==> src/rtl/bp_lce_mem_port_arbiter_if.sv <==
// Bundle between LCE-side requesters, the port arbiter and one cache memory packet port.
// The arbiter uses the master view; requester/cache models use the slave view.
interface bp_lce_mem_port_arbiter_if #(
    parameter int unsigned num_req_p   = 2,
    parameter int unsigned pkt_width_p = 8
);
    localparam int unsigned lg_num_req_lp = (num_req_p > 1) ? $clog2(num_req_p) : 1;

    logic [num_req_p*pkt_width_p-1:0] req_pkt;
    logic [num_req_p-1:0]             req_v;
    logic [num_req_p-1:0]             req_lock;
    logic [num_req_p-1:0]             req_yumi;
    logic [pkt_width_p-1:0]           pkt;
    logic                             pkt_v;
    logic                             pkt_yumi;
    logic [lg_num_req_lp-1:0]         grant_id;
    logic                             locked;
    logic                             blocked;

    modport master (
        input  req_pkt, req_v, req_lock, pkt_yumi,
        output req_yumi, pkt, pkt_v, grant_id, locked, blocked
    );

    modport slave (
        output req_pkt, req_v, req_lock, pkt_yumi,
        input  req_yumi, pkt, pkt_v, grant_id, locked, blocked
    );
endinterface

==> src/rtl/bp_lce_mem_port_arbiter.sv <==
// Round-robin arbiter sharing one cache mem packet port between LCE engines, with
// stall hold, locked multi-packet sequences and a stall-timeout blocked flag.
module bp_lce_mem_port_arbiter #(
    parameter int unsigned num_req_p           = 2,
    parameter int unsigned pkt_width_p         = 8,
    parameter int unsigned timeout_max_limit_p = 4
) (
    input  logic                            clk_i,
    input  logic                            reset_i,
    bp_lce_mem_port_arbiter_if.master       bus
);
    localparam int unsigned lg_num_req_lp = (num_req_p > 1) ? $clog2(num_req_p) : 1;
    localparam int unsigned cnt_width_lp  =
        (timeout_max_limit_p > 0) ? $clog2(timeout_max_limit_p + 1) : 1;

    typedef logic [lg_num_req_lp-1:0] id_t;
    typedef logic [cnt_width_lp-1:0]  cnt_t;

    localparam id_t  last_id_lp = id_t'(num_req_p - 1);
    localparam cnt_t cnt_max_lp = cnt_t'(timeout_max_limit_p);

    id_t  rr_ptr_q, rr_ptr_d;
    logic hold_q, hold_d;
    id_t  hold_id_q, hold_id_d;
    logic lock_q, lock_d;
    id_t  lock_id_q, lock_id_d;
    cnt_t timeout_cnt_q, timeout_cnt_d;

    id_t                  grant;
    logic                 found;
    logic [31:0]          rr_int;
    logic                 pkt_v_raw;
    logic [num_req_p-1:0] grant_sel;
    logic                 yumi;
    logic                 stall;
    logic                 grant_lock;

    function automatic id_t inc_wrap(id_t x);
        return (x == last_id_lp) ? id_t'(0) : id_t'(x + id_t'(1));
    endfunction

    assign rr_int = 32'(rr_ptr_q);

    // Lock beats hold beats the round-robin scan starting at rr_ptr_q.
    always_comb begin
        grant = rr_ptr_q;
        found = 1'b0;
        if (lock_q) begin
            grant = lock_id_q;
        end else if (hold_q) begin
            grant = hold_id_q;
        end else begin
            for (int unsigned k = 0; k < num_req_p; k++) begin
                for (int unsigned i = 0; i < num_req_p; i++) begin
                    if (!found && bus.req_v[i] && (((rr_int + k) % num_req_p) == i)) begin
                        grant = id_t'(i);
                        found = 1'b1;
                    end
                end
            end
        end
    end

    always_comb begin
        pkt_v_raw = 1'b0;
        bus.pkt   = '0;
        grant_sel = '0;
        for (int unsigned i = 0; i < num_req_p; i++) begin
            if (grant == id_t'(i)) begin
                pkt_v_raw    = bus.req_v[i];
                bus.pkt      = bus.req_pkt[i*pkt_width_p +: pkt_width_p];
                grant_sel[i] = 1'b1;
            end
        end
    end

    assign yumi         = pkt_v_raw & bus.pkt_yumi & ~reset_i;
    assign stall        = pkt_v_raw & ~bus.pkt_yumi;
    assign grant_lock   = |(grant_sel & bus.req_lock);
    assign bus.pkt_v    = pkt_v_raw & ~reset_i;
    assign bus.req_yumi = yumi ? grant_sel : '0;
    assign bus.grant_id = reset_i ? id_t'(0) : grant;
    assign bus.locked   = lock_q & ~reset_i;
    assign bus.blocked  = (timeout_cnt_q == cnt_max_lp) & ~reset_i;

    always_comb begin
        rr_ptr_d      = rr_ptr_q;
        hold_d        = stall;
        hold_id_d     = hold_id_q;
        lock_d        = lock_q;
        lock_id_d     = lock_id_q;
        timeout_cnt_d = '0;

        // A held grantee that drops valid simply falls out of hold here.
        if (stall) begin
            hold_id_d     = grant;
            timeout_cnt_d = (timeout_cnt_q == cnt_max_lp) ? timeout_cnt_q
                                                          : cnt_t'(timeout_cnt_q + cnt_t'(1));
        end

        if (yumi) begin
            if (grant_lock) begin
                lock_d    = 1'b1;
                lock_id_d = grant;
            end else if (lock_q) begin
                lock_d   = 1'b0;
                rr_ptr_d = inc_wrap(lock_id_q);
            end else begin
                rr_ptr_d = inc_wrap(grant);
            end
        end
    end

    always_ff @(posedge clk_i) begin
        if (reset_i) begin
            rr_ptr_q      <= '0;
            hold_q        <= 1'b0;
            hold_id_q     <= '0;
            lock_q        <= 1'b0;
            lock_id_q     <= '0;
            timeout_cnt_q <= '0;
        end else begin
            rr_ptr_q      <= rr_ptr_d;
            hold_q        <= hold_d;
            hold_id_q     <= hold_id_d;
            lock_q        <= lock_d;
            lock_id_q     <= lock_id_d;
            timeout_cnt_q <= timeout_cnt_d;
        end
    end
endmodule

==> src/flat_wrapper.sv <==
// flat-port wrapper written by rule: the top's interface ports become plain ports
module bp_lce_mem_port_arbiter_flat 
#(
    parameter int unsigned num_req_p           = 2,
    parameter int unsigned pkt_width_p         = 8,
    parameter int unsigned timeout_max_limit_p = 4
)
  (clk_i, reset_i, bus_req_pkt, bus_req_v, bus_req_lock, bus_pkt_yumi, bus_req_yumi, bus_pkt, bus_pkt_v, bus_grant_id, bus_locked, bus_blocked);
  bp_lce_mem_port_arbiter_if #(.num_req_p(num_req_p), .pkt_width_p(pkt_width_p)) bus_i ();
  input  logic clk_i;
  input  logic reset_i;
  input wire logic [$bits(bus_i.req_pkt)-1:0] bus_req_pkt;
  input wire logic [$bits(bus_i.req_v)-1:0] bus_req_v;
  input wire logic [$bits(bus_i.req_lock)-1:0] bus_req_lock;
  input wire logic [$bits(bus_i.pkt_yumi)-1:0] bus_pkt_yumi;
  output wire logic [$bits(bus_i.req_yumi)-1:0] bus_req_yumi;
  output wire logic [$bits(bus_i.pkt)-1:0] bus_pkt;
  output wire logic [$bits(bus_i.pkt_v)-1:0] bus_pkt_v;
  output wire logic [$bits(bus_i.grant_id)-1:0] bus_grant_id;
  output wire logic [$bits(bus_i.locked)-1:0] bus_locked;
  output wire logic [$bits(bus_i.blocked)-1:0] bus_blocked;
  assign bus_i.req_pkt = bus_req_pkt;
  assign bus_i.req_v = bus_req_v;
  assign bus_i.req_lock = bus_req_lock;
  assign bus_i.pkt_yumi = bus_pkt_yumi;
  assign bus_req_yumi = bus_i.req_yumi;
  assign bus_pkt = bus_i.pkt;
  assign bus_pkt_v = bus_i.pkt_v;
  assign bus_grant_id = bus_i.grant_id;
  assign bus_locked = bus_i.locked;
  assign bus_blocked = bus_i.blocked;
  bp_lce_mem_port_arbiter #(.num_req_p(num_req_p), .pkt_width_p(pkt_width_p), .timeout_max_limit_p(timeout_max_limit_p)) u_core (.clk_i(clk_i), .reset_i(reset_i), .bus(bus_i));
endmodule
==> config.mk <==
export PLATFORM = sky130hd
export DESIGN_NAME = bp_lce_mem_port_arbiter_flat
export DESIGN_NICKNAME = d
export VERILOG_FILES = /design/src/rtl/bp_lce_mem_port_arbiter_if.sv /design/src/rtl/bp_lce_mem_port_arbiter.sv /design/src/flat_wrapper.sv
export SDC_FILE = /design/constraint.sdc
export NUM_CORES = 1
export LEC_CHECK = 0
export ABC_AREA = 1
export BUFFER_PORTS_ARGS = -buffer_cell sky130_fd_sc_hd__buf_2
export CORE_ASPECT_RATIO = 1.1
export CORE_MARGIN = 3
export CORE_UTILIZATION = 41
export CTS_BUF_LIST = sky130_fd_sc_hd__clkbuf_16
export DETAILED_ROUTE_END_ITERATION = 16
export PLACE_DENSITY_LB_ADDON = 0.08
export SLEW_MARGIN = 20
export SYNTH_ARGS = -nofsm -noshare
export SYNTH_HDL_FRONTEND = slang
export SYNTH_SLANG_ARGS = --single-unit
==> constraint.sdc <==
create_clock -name clk_i -period 1.8 [get_ports clk_i]
set_input_delay 0.27 -clock clk_i [delete_from_list [all_inputs] [get_ports clk_i]]
set_output_delay 0.27 -clock clk_i [all_outputs]
set_load 0.02 [all_outputs]
; After elaboration in Yosys (flattened, before gate mapping)
; Index checks and enable logic that the tools add are counted.
; W data, S select, Z words.
[word_totals]
wordCells = 63
ff_bits = 8
[classes]
eq_ne = 1
n_mux = 25
add_sub_neg = 4
reduce_logical = 16
bitwise = 11
[op_table]
columns = operator, count
row1 = $logic_not A32 Y1, 2
row2 = $mux W1, 23
row3 = $mux W8, 1
row4 = $logic_and A1 B1 Y1, 7
row5 = $and A1 B1 Y1, 6
row6 = $not A1 Y1, 4
row7 = $reduce_and A2 Y1, 2
row8 = $reduce_or A2 Y1, 2
row9 = $add A1 B1 Y1 const B, 3
row10 = $add A3 B1 Y3 const B, 1
row11 = $eq A3 B3 Y1 const B, 1
row12 = $logic_not A1 Y1, 3
row13 = $and A2 B2 Y2, 1
row14 = $mux W2, 1

; Longest topological paths before layout
; Gate-level depths: netlist of run 1.
[depth]
ltp_word = 28
mapped_depth = 11
depth_no_buf = 11

; Worst setup path after synthesis of run 1
; No wires, ideal clock.
[synth_timing]
path_kind = register to output
from = register u_core.lock_q
to = output port bus_req_yumi[0]
required_ns = 1.530
arrival_ns = 1.309
path_slack_ns = 0.221
stages_incl_launch_ff = 8
cell_sequence = dfxtp_1 inv_1 or2_1 nand3_1 nand3_4 nor2_4 inv_1 nor2_1
[synth_via]
elab_chain_len = 5
[synth_rtl]
columns = item, line
row1 = from (decl), bp_lce_mem_port_arbiter.sv:25  ; logic lock_q, lock_d;
row2 = from (signal assigned), bp_lce_mem_port_arbiter.sv:126  ; lock_q <= lock_d;
row3 = $mux W1 *, bp_lce_mem_port_arbiter.sv:48  ; if (lock_q) begin
row4 = $mux W1, bp_lce_mem_port_arbiter.sv:69  ; if (grant == id_t'(i)) begin
row5 = $and A1 B1 Y1 (2 in series), bp_lce_mem_port_arbiter.sv:77  ; assign yumi = pkt_v_raw & bus.pkt_yumi & ~reset_i;
row6 = $mux W2 *, bp_lce_mem_port_arbiter.sv:81  ; assign bus.req_yumi = yumi ? grant_sel : '0;
row7 = to (decl), flat_wrapper.sv:16  ; output wire logic [$bits(bus_i.req_yumi)-1:0] bus_req_yumi;
; Every way passes the cells marked *; elsewhere a longest branch is shown, timed or not.

; Worst setup path in the final report of run 1
[layout_timing]
from = register u_core.rr_ptr_q
to = output port bus_req_yumi[1]
[layout_via]
elab_chain_len = 27
[layout_rtl]
columns = item, line
row1 = from (decl), bp_lce_mem_port_arbiter.sv:22  ; id_t rr_ptr_q, rr_ptr_d;
row2 = from (signal assigned), bp_lce_mem_port_arbiter.sv:123  ; rr_ptr_q <= rr_ptr_d;
row3 = $logic_not A32 Y1, bp_lce_mem_port_arbiter.sv:55  ; if (!found && bus.req_v[i] && (((rr_int + k) % num_req_p) == i)) begin
row4 = $logic_and A1 B1 Y1, bp_lce_mem_port_arbiter.sv:55
row5 = $mux W1, bp_lce_mem_port_arbiter.sv:55
row6 = $mux W1, bp_lce_mem_port_arbiter.sv:50  ; end else if (hold_q) begin
row7 = $mux W1, bp_lce_mem_port_arbiter.sv:48
row8 = $logic_not A1 Y1, bp_lce_mem_port_arbiter.sv:55
row9 = $logic_and A1 B1 Y1 (2 in series), bp_lce_mem_port_arbiter.sv:55
row10 = $mux W1, bp_lce_mem_port_arbiter.sv:55
row11 = [... 8 more ...], n/a
row12 = $logic_not A1 Y1, bp_lce_mem_port_arbiter.sv:55
row13 = $logic_and A1 B1 Y1 (2 in series), bp_lce_mem_port_arbiter.sv:55
row14 = $mux W1 *, bp_lce_mem_port_arbiter.sv:55
row15 = $mux W1 *, bp_lce_mem_port_arbiter.sv:50
row16 = $mux W1 *, bp_lce_mem_port_arbiter.sv:48
row17 = $mux W1, bp_lce_mem_port_arbiter.sv:69
row18 = $and A1 B1 Y1 (2 in series), bp_lce_mem_port_arbiter.sv:77
row19 = $mux W2 *, bp_lce_mem_port_arbiter.sv:81
; Every way passes the cells marked *; elsewhere a longest branch is shown, timed or not. The select of a mux whose other input is x is not followed.

==> metrics.md, run 1 <==
| Metric | Value |
|---|---|
| Core outline area | `1280 um^2` |
| CP Capture Type | `output port` |
| Largest net degree at the start of global routing | `12` |
| Post-Synthesis Cells | `97` |
| FF-to-FF setup slack | `330 ps` |
| IO buf count | `36` |
| Vias | `754` |
| Hold Slack | `274 ps` |
| I/O pin total | `37` |
| Starting DRT DRC Count | `10` |
| Peak VDD IR | `0.731 mV` |
| Worst Slack Setup Final | `-7.06 ps` |
| Syn Nets | `122` |
| Total CTS buffers | `3` |
| Commonest cells post-synth | `nand2_1, inv_1, dfxtp_1, nand3_1` |
| R2r endpoint | `u_core.rr_ptr_q` |
| Area grow syn2layout | `62.6%` |
| Most used DFF post-synth | `dfxtp_1` |
| Share of layout cells above drive strength 1 | `roughly 45%` |
| Routability congestion estimate | `around 0.88` |
| Rel. slew slack | `87.7%` |
| Root buf cell | `clkbuf_16` |
| Global Route Usage Sum | `18.1%` |
| FILL cells | `100` |
| HPWL Detailed | `1.22 mm` |
| Req. time, crit path | `1530 ps` |
| Proportion of synthesized chip area in sequential cells | `26.4%` |
| CP Class | `flip-flop to output port` |
| Initial Utilization | `47.1%` |
| Post-synthesis sequential element count | `8` |
| CTS clk-pin slew, worst paths | `40 ps` |
| FMAX | `roughly 0.55 GHz` |
| Worst R2R Start | `u_core.lock_q` |
| Crit path launch type | `flip-flop` |
| Placed Cells | `147` |
| ANT nets after route | `0` |
| Top-count cell post-synth | `nand2_1` |
| Synthesized area | `roughly 610 um^2` |
| Setup slack at placement | `116 ps` |
| Worst-case reg-to-reg path depth | `10` |
| Final non-filler cell total | `roughly 160` |
| Top post-synthesis cells by area | `dfxtp_1, nand2_1, inv_1` |
| Pre-antenna DRT Iters | `4` |
| Final core occ | `76.6%` |
| RSZ-0062 raised after global routing | `yes` |
| Synth warn | `0` |
| Clk_skew | `slightly above 2 ps` |
| Layout net count | `168` |
| Max-cap violations | `0` |
| Total wire length | `between 1.5 and 2 mm` |
| Final setup viols | `1` |
| Least-Margin Pin Slew | `185 ps` |
| Vias per cell | `between 4 and 5` |
| Slew Viols, Final | `0` |
| CTS tree | `done` |
| Failing checks | `negative setup slack` |
| Initial antenna violation count | `0` |
| Worst Path Arrival | `~1500 ps` |
| Sink Count | `8` |
| Fin. Hold Viols | `0` |
| WHS Endpoint | `u_core.hold_q` |
| Avg WL per Cell | `10.7 um` |
| Synth area leader | `dfxtp_1` |
| Diodes inserted | `0` |
| Clk_lat worst skew | `230 ps` |
| Tightest Hold Check Type | `input pin to flip-flop` |
| Hold Startpoint | `bus_pkt_yumi` |
| Total grt overflow | `0` |
| Run status | `finished with violations` |
| First-pass GRT wire length | `2.76 mm` |
| Distinct cells, synth | `22` |
| Number of enable flip-flop cells after synthesis | `0` |
| Rows | `13` |
| Die ar. | `between 1500 and 2000 um^2` |
| Hold_buf cts | `0` |
| Period Utilization, post-route | `100%` |
| CTS max path bufs | `2` |
| Async S/R FF share, synth | `0%` |
| Die Y | `~46 um` |
| H-tree depth | `1` |
| Number of global-route vias before repair | `between 600 and 700` |
| Post-route DRC | `0` |
| Crit path max fanout | `5` |
| Hold depth | `2` |
| Period minus WS final | `between 1500 and 2000 ps` |
| Chip width | `42.6 um` |
| Static Leakage | `between 0.5 and 0.6 nW` |
| Post-synth top area share | `26.4%` |
| Syn avg cell area | `between 6 and 7 um^2` |
| Pwr dens | `956 nW/um^2` |
-- worst max-delay path by stage --
stage,slack [ps],endpoint,start,cells past startpoint
after global placement,150,bus_req_yumi[1],bus_req_v[0],13
final,-7,bus_req_yumi[1],u_core.rr_ptr_q,11
after detailed placement,120,bus_req_yumi[0],bus_req_v[0],13
after global routing,-110,bus_req_yumi[1],u_core.rr_ptr_q,11
after CTS,8,bus_req_yumi[0],u_core.rr_ptr_q,11
after floorplan,220,bus_req_yumi[0],u_core.lock_q,7
-- placed cells by master (no fill, tap or decap), types with 2 or more instances in the layout --
cell type / n
nand4_1: 2
nand3_1: 7
inv_1: 10
nand2_4: 2
inv_2: 3
nor2_4: 2
nor2_1: 5
a21oi_2: 2
clkbuf_16: 3
buf_2: 31
nand2_1: 36
dfxtp_1: 7
a21oi_1: 5
ha_1: 2
buf_4: 8
buf_6: 4
-- registers in the layout, indices dropped and copies added (netlist names) --
signal,count
u_core.timeout_cnt_q,3
u_core.hold_id_q,1
u_core.hold_q,1
u_core.lock_id_q,1
u_core.lock_q,1
u_core.rr_ptr_q,1
-- where the power goes --
part / switching [mW] / leakage [nW] / internal, mW
Combinational: 0.218 / 0.427 / 0.156
Clock: 0.0839 / 0.0370 / 0.286
Sequential: 0.00837 / 0.0657 / 0.190
-- layout make-up --
cell class	instances	area, um^2	share of cell area [%]
Inverter	14	56.3	5.72
Tap cell	15	18.8	1.91
Sequential cell	8	161	16.4
Timing Repair Buffer	43	260	26.4
Clock buffer	3	75.1	7.62
Multi-Input combinational cell	73	413	41.9
-- logic make-up after synthesis --
| group | Yosys count | synth area share [%] |
|---|---|---|
| compound gates | 9 | 8.47 |
| fa+ha+maj | 2 | 4.13 |
| buf+inv | 16 | 10.7 |
| flops | 8 | 26.4 |
| simple gates | 60 | 47.3 |
| xor+xnor | 2 | 2.89 |
-- per-layer routing --
layer  global-route usage (%)  part of all wire (%)  vias to the layer above
li1                         -                     -                      389
met2                     29.0                    48                       32
met3                     3.52                   5.8                        4
met4                     9.94                   1.4                        0
met1                     22.9                    44                      329
met5                        0                     0                        -
-- repair_timing --
action	4_1_cts	5_1_grt
gates resized for setup	9	11
setup endpoints to repair	10	10
buffers inserted	4	2
pin swaps	2	6
-- per-stage QoR --
stage	cell area (um^2)	setup TNS, ps	power (mW)
2_1_floorplan	606	0	0.405
3_3_place_gp	800	0	0.494
3_5_place_dp	800	0	0.495
4_1_cts	940	0	0.909
5_1_grt	985	-848	0.994
6_report	985	-7.06	0.941
-- critical path: stages (launching register included) --
cell     delay [ps]
dfxtp_2         340
inv_2            40
a21oi_2         130
nand2_2          80
nand2_4          90
nand2_8          70
nand2_4          60
nand3_4          80
nor2_4          100
inv_2            60
nor2_1          100
buf_4           150
No activity file was read; power rests on OpenSTA's default activity.
==> inputs of run 2 (changes only) <==
Settings changed: ABC_AREA 1 to not set, CORE_MARGIN 3 to not set, CORE_UTILIZATION 41 to 42, TNS_END_PERCENT set to 100.
==> run 2 against run 1 <==
The flow now finishes without violations; non-clock buffer count down 2; register-to-register slack better by 90 ps; die area down 14%; synthesized area up 6.8%; clock skew up 1.5 ps; clock power up 2%; routed wire length up 4.5%; sequential power about the same; power down 17%; sequential cell count unchanged; design area up 3.4%; critical path type unchanged; largest power group is now the clock network.
==> metrics.md, run 2 <==
| Metric | Value |
|---|---|
| Run status | `completed` |
| Hold_buf cts | `0` |
| Slew Viols, Final | `0` |
| First-pass GRT wire length | `2.70 mm` |
| Async S/R FF share, synth | `0%` |
| Chip width | `approximately 39 um` |
| Req. time, crit path | `1530 ps` |
| Final Cell Area | `about 1000 um^2` |
| Post-synth top area share | `24.8%` |
| Starting DRT DRC Count | `9` |
| Area grow syn2layout | `57.4%` |
| Total grt overflow | `0` |
| I/O pin total | `37` |
| Clk_lat worst skew | `230 ps` |
| Syn avg cell area | `8.40 um^2` |
| Critical path startpoint | `u_core.hold_q` |
| Least-Margin Pin Slew | `373 ps` |
| Fin. Hold Viols | `0` |
| CTS tree | `done` |
| CTS clk-pin slew, worst paths | `~40 ps` |
| Share of layout cells above drive strength 1 | `56.6%` |
| Total wire length | `1.74 mm` |
| Worst Path Arrival | `about 1500 ps` |
| Sw Ratio | `27.5%` |
| Crit path launch type | `flip-flop` |
| Gate power share | `between 20% and 30%` |
| Most frequent cells in the layout | `buf_2, inv_1, a21oi_1` |
| Static Leakage | `0.480 nW` |
| Clk_skew | `3.52 ps` |
| Rel. slew slack | `74.9%` |
| Distinct cells, synth | `30` |
| Rows | `14` |
| HPWL Detailed | `1.28 mm` |
| Vias per cell | `5.38` |
| Largest net degree at the start of global routing | `8` |
| Worst R2R Start | `u_core.hold_id_q` |
| Largest reg by FF count | `u_core.timeout_cnt_q` |
| IO buf count | `36` |
| Diodes inserted | `0` |
| CTS max path bufs | `2` |
| Int Pwr | `0.567 mW` |
| Layout net count | `149` |
| Post-route DRC | `0` |
| Tightest Hold Check Type | `input pin to flip-flop` |
| Number of enable flip-flop cells after synthesis | `0` |
| Initial antenna violation count | `0` |
| Crit path max fanout | `5` |
| Fin Setup TNS | `0 ps` |
| Period minus WS final | `1740 ps` |
| FF-to-FF setup slack | `420 ps` |
| Vias | `742` |
| Die Y | `43.2 um` |
| Synthesized area | `647 um^2` |
| Post-Synthesis Cells | `77` |
| Max reg flops | `3` |
| Synth area leader | `dfxtp_1` |
| Pwr dens | `768 nW/um^2` |
| Pre-antenna DRT Iters | `4` |
| Max-cap violations | `0` |
| Most common cell after layout, fill and taps aside | `buf_2` |
| ANT nets after route | `0` |
| FMAX | `between 0.5 and 0.6 GHz` |
| Avg WL per Cell | `12.6 um` |
| Most used DFF post-synth | `dfxtp_1` |
| CP endpoint | `bus_pkt[3]` |
| Core outline area | `about 1400 um^2` |
| Post-DP Area | `around 870 um^2` |
| Synth warn | `0` |
| Root buf cell | `clkbuf_16` |
| CP Capture Type | `output port` |
| H-tree depth | `1` |
| Final setup viols | `0` |
| CP Class | `flip-flop to output port` |
| Register share of total power | `25.6%` |
| Number of global-route vias before repair | `a little under 700` |
| Routability congestion estimate | `0.752` |
| Peak VDD IR | `0.365 mV` |
| Initial Utilization | `46.2%` |
| Syn Nets | `102` |
| Commonest cells post-synth | `dfxtp_1, inv_1, a21oi_1, nor2_1` |
| Top post-synthesis cells by area | `dfxtp_1, mux2_2, a21oi_1` |
| R2r endpoint | `u_core.rr_ptr_q` |
| Global Route Usage Sum | `22.9%` |
| Post-synthesis sequential element count | `8` |
| Worst-case reg-to-reg path depth | `5` |
| Sink Count | `8` |
| NetSw | `~0.22 mW` |
| Total CTS buffers | `3` |
| Proportion of synthesized chip area in sequential cells | `roughly 25%` |
| RSZ-0062 raised after global routing | `no` |
| Die ar. | `~1700 um^2` |
| Clock power share | `48.1%` |
| Period Utilization, post-route | `96.9%` |
## run 2: cell type report
cell class / instances / area [um^2]
fill: 116 / 383
clock buffer: 3 / 75.1
timing repair buffer: 41 / 220
inverter: 8 / 30.0
tap: 16 / 20.0
sequential: 8 / 173
multi-input combinational: 62 / 500
## run 2: per-stage QoR
step	std cells	total power [mW]	util, %	worst slack (ps)	hold slack, ps
finish	138	0.782	72.7	56.0	304
global route	138	0.808	72.7	7.60	322
CTS	137	0.778	68.9	6.55	307
detailed placement	132	0.388	62.1	87.6	488
global placement	132	0.384	62.1	135	482
floorplan	77	0.319	-	233	339
## run 2: logic make-up (layout without fill, tap and decap cells)
family,Yosys count,in the layout,synth area share (%)
simple gates,26,27,21.3
compound gates,22,22,27.1
mux,10,10,17.0
flops,8,8,24.8
buf+inv,8,52,4.64
fa+ha+maj,2,2,3.87
xor+xnor,1,1,1.35
## run 2: timing repair
item | 4_1_cts | 5_1_grt
gates resized for setup | 5 | 13
setup endpoints to repair | 9 | 10
pin swaps | 1 | 2
gates cloned | 1 | 0
setup buffers | 1 | 1
## run 2: routing by layer
metal	GRT usage, %	vias up	part of all wire (%)	routed length (um)
met3	5.24	4	6.8	118
met4	10.3	0	1.1	19
met5	0	-	0	0
met2	38.4	33	50	866
met1	26.3	336	42	732
li1	-	369	-	-
## run 2: power by group through the flow
| stage | logic (mW) | clock network, mW | registers [mW] |
|---|---|---|---|
| after floorplan | 0.121 | 0 | 0.198 |
| after global placement | 0.184 | 0 | 0.200 |
| after detailed placement | 0.187 | 0 | 0.201 |
| after CTS | 0.194 | 0.384 | 0.200 |
| after global routing | 0.220 | 0.387 | 0.202 |
| final | 0.205 | 0.376 | 0.201 |
## run 2: critical path: stages (launching register included)
cell,delay (ps)
dfxtp_4,360
nand2_2,60
o21a_4,220
nand2_4,100
mux2_2,340
buf_4,160
## run 2: worst min-delay path by stage
stage	startpoint	to	slack [ps]	depth (start not counted)
2_1_floorplan	reset_i	u_core.rr_ptr_q	340	1
3_5_place_dp	u_core.timeout_cnt_q[1]	u_core.timeout_cnt_q[1]	490	2
5_1_grt	reset_i	u_core.rr_ptr_q	320	2
4_1_cts	reset_i	u_core.rr_ptr_q	310	2
6_report	reset_i	u_core.rr_ptr_q	300	2
3_3_place_gp	u_core.timeout_cnt_q[1]	u_core.timeout_cnt_q[1]	480	2
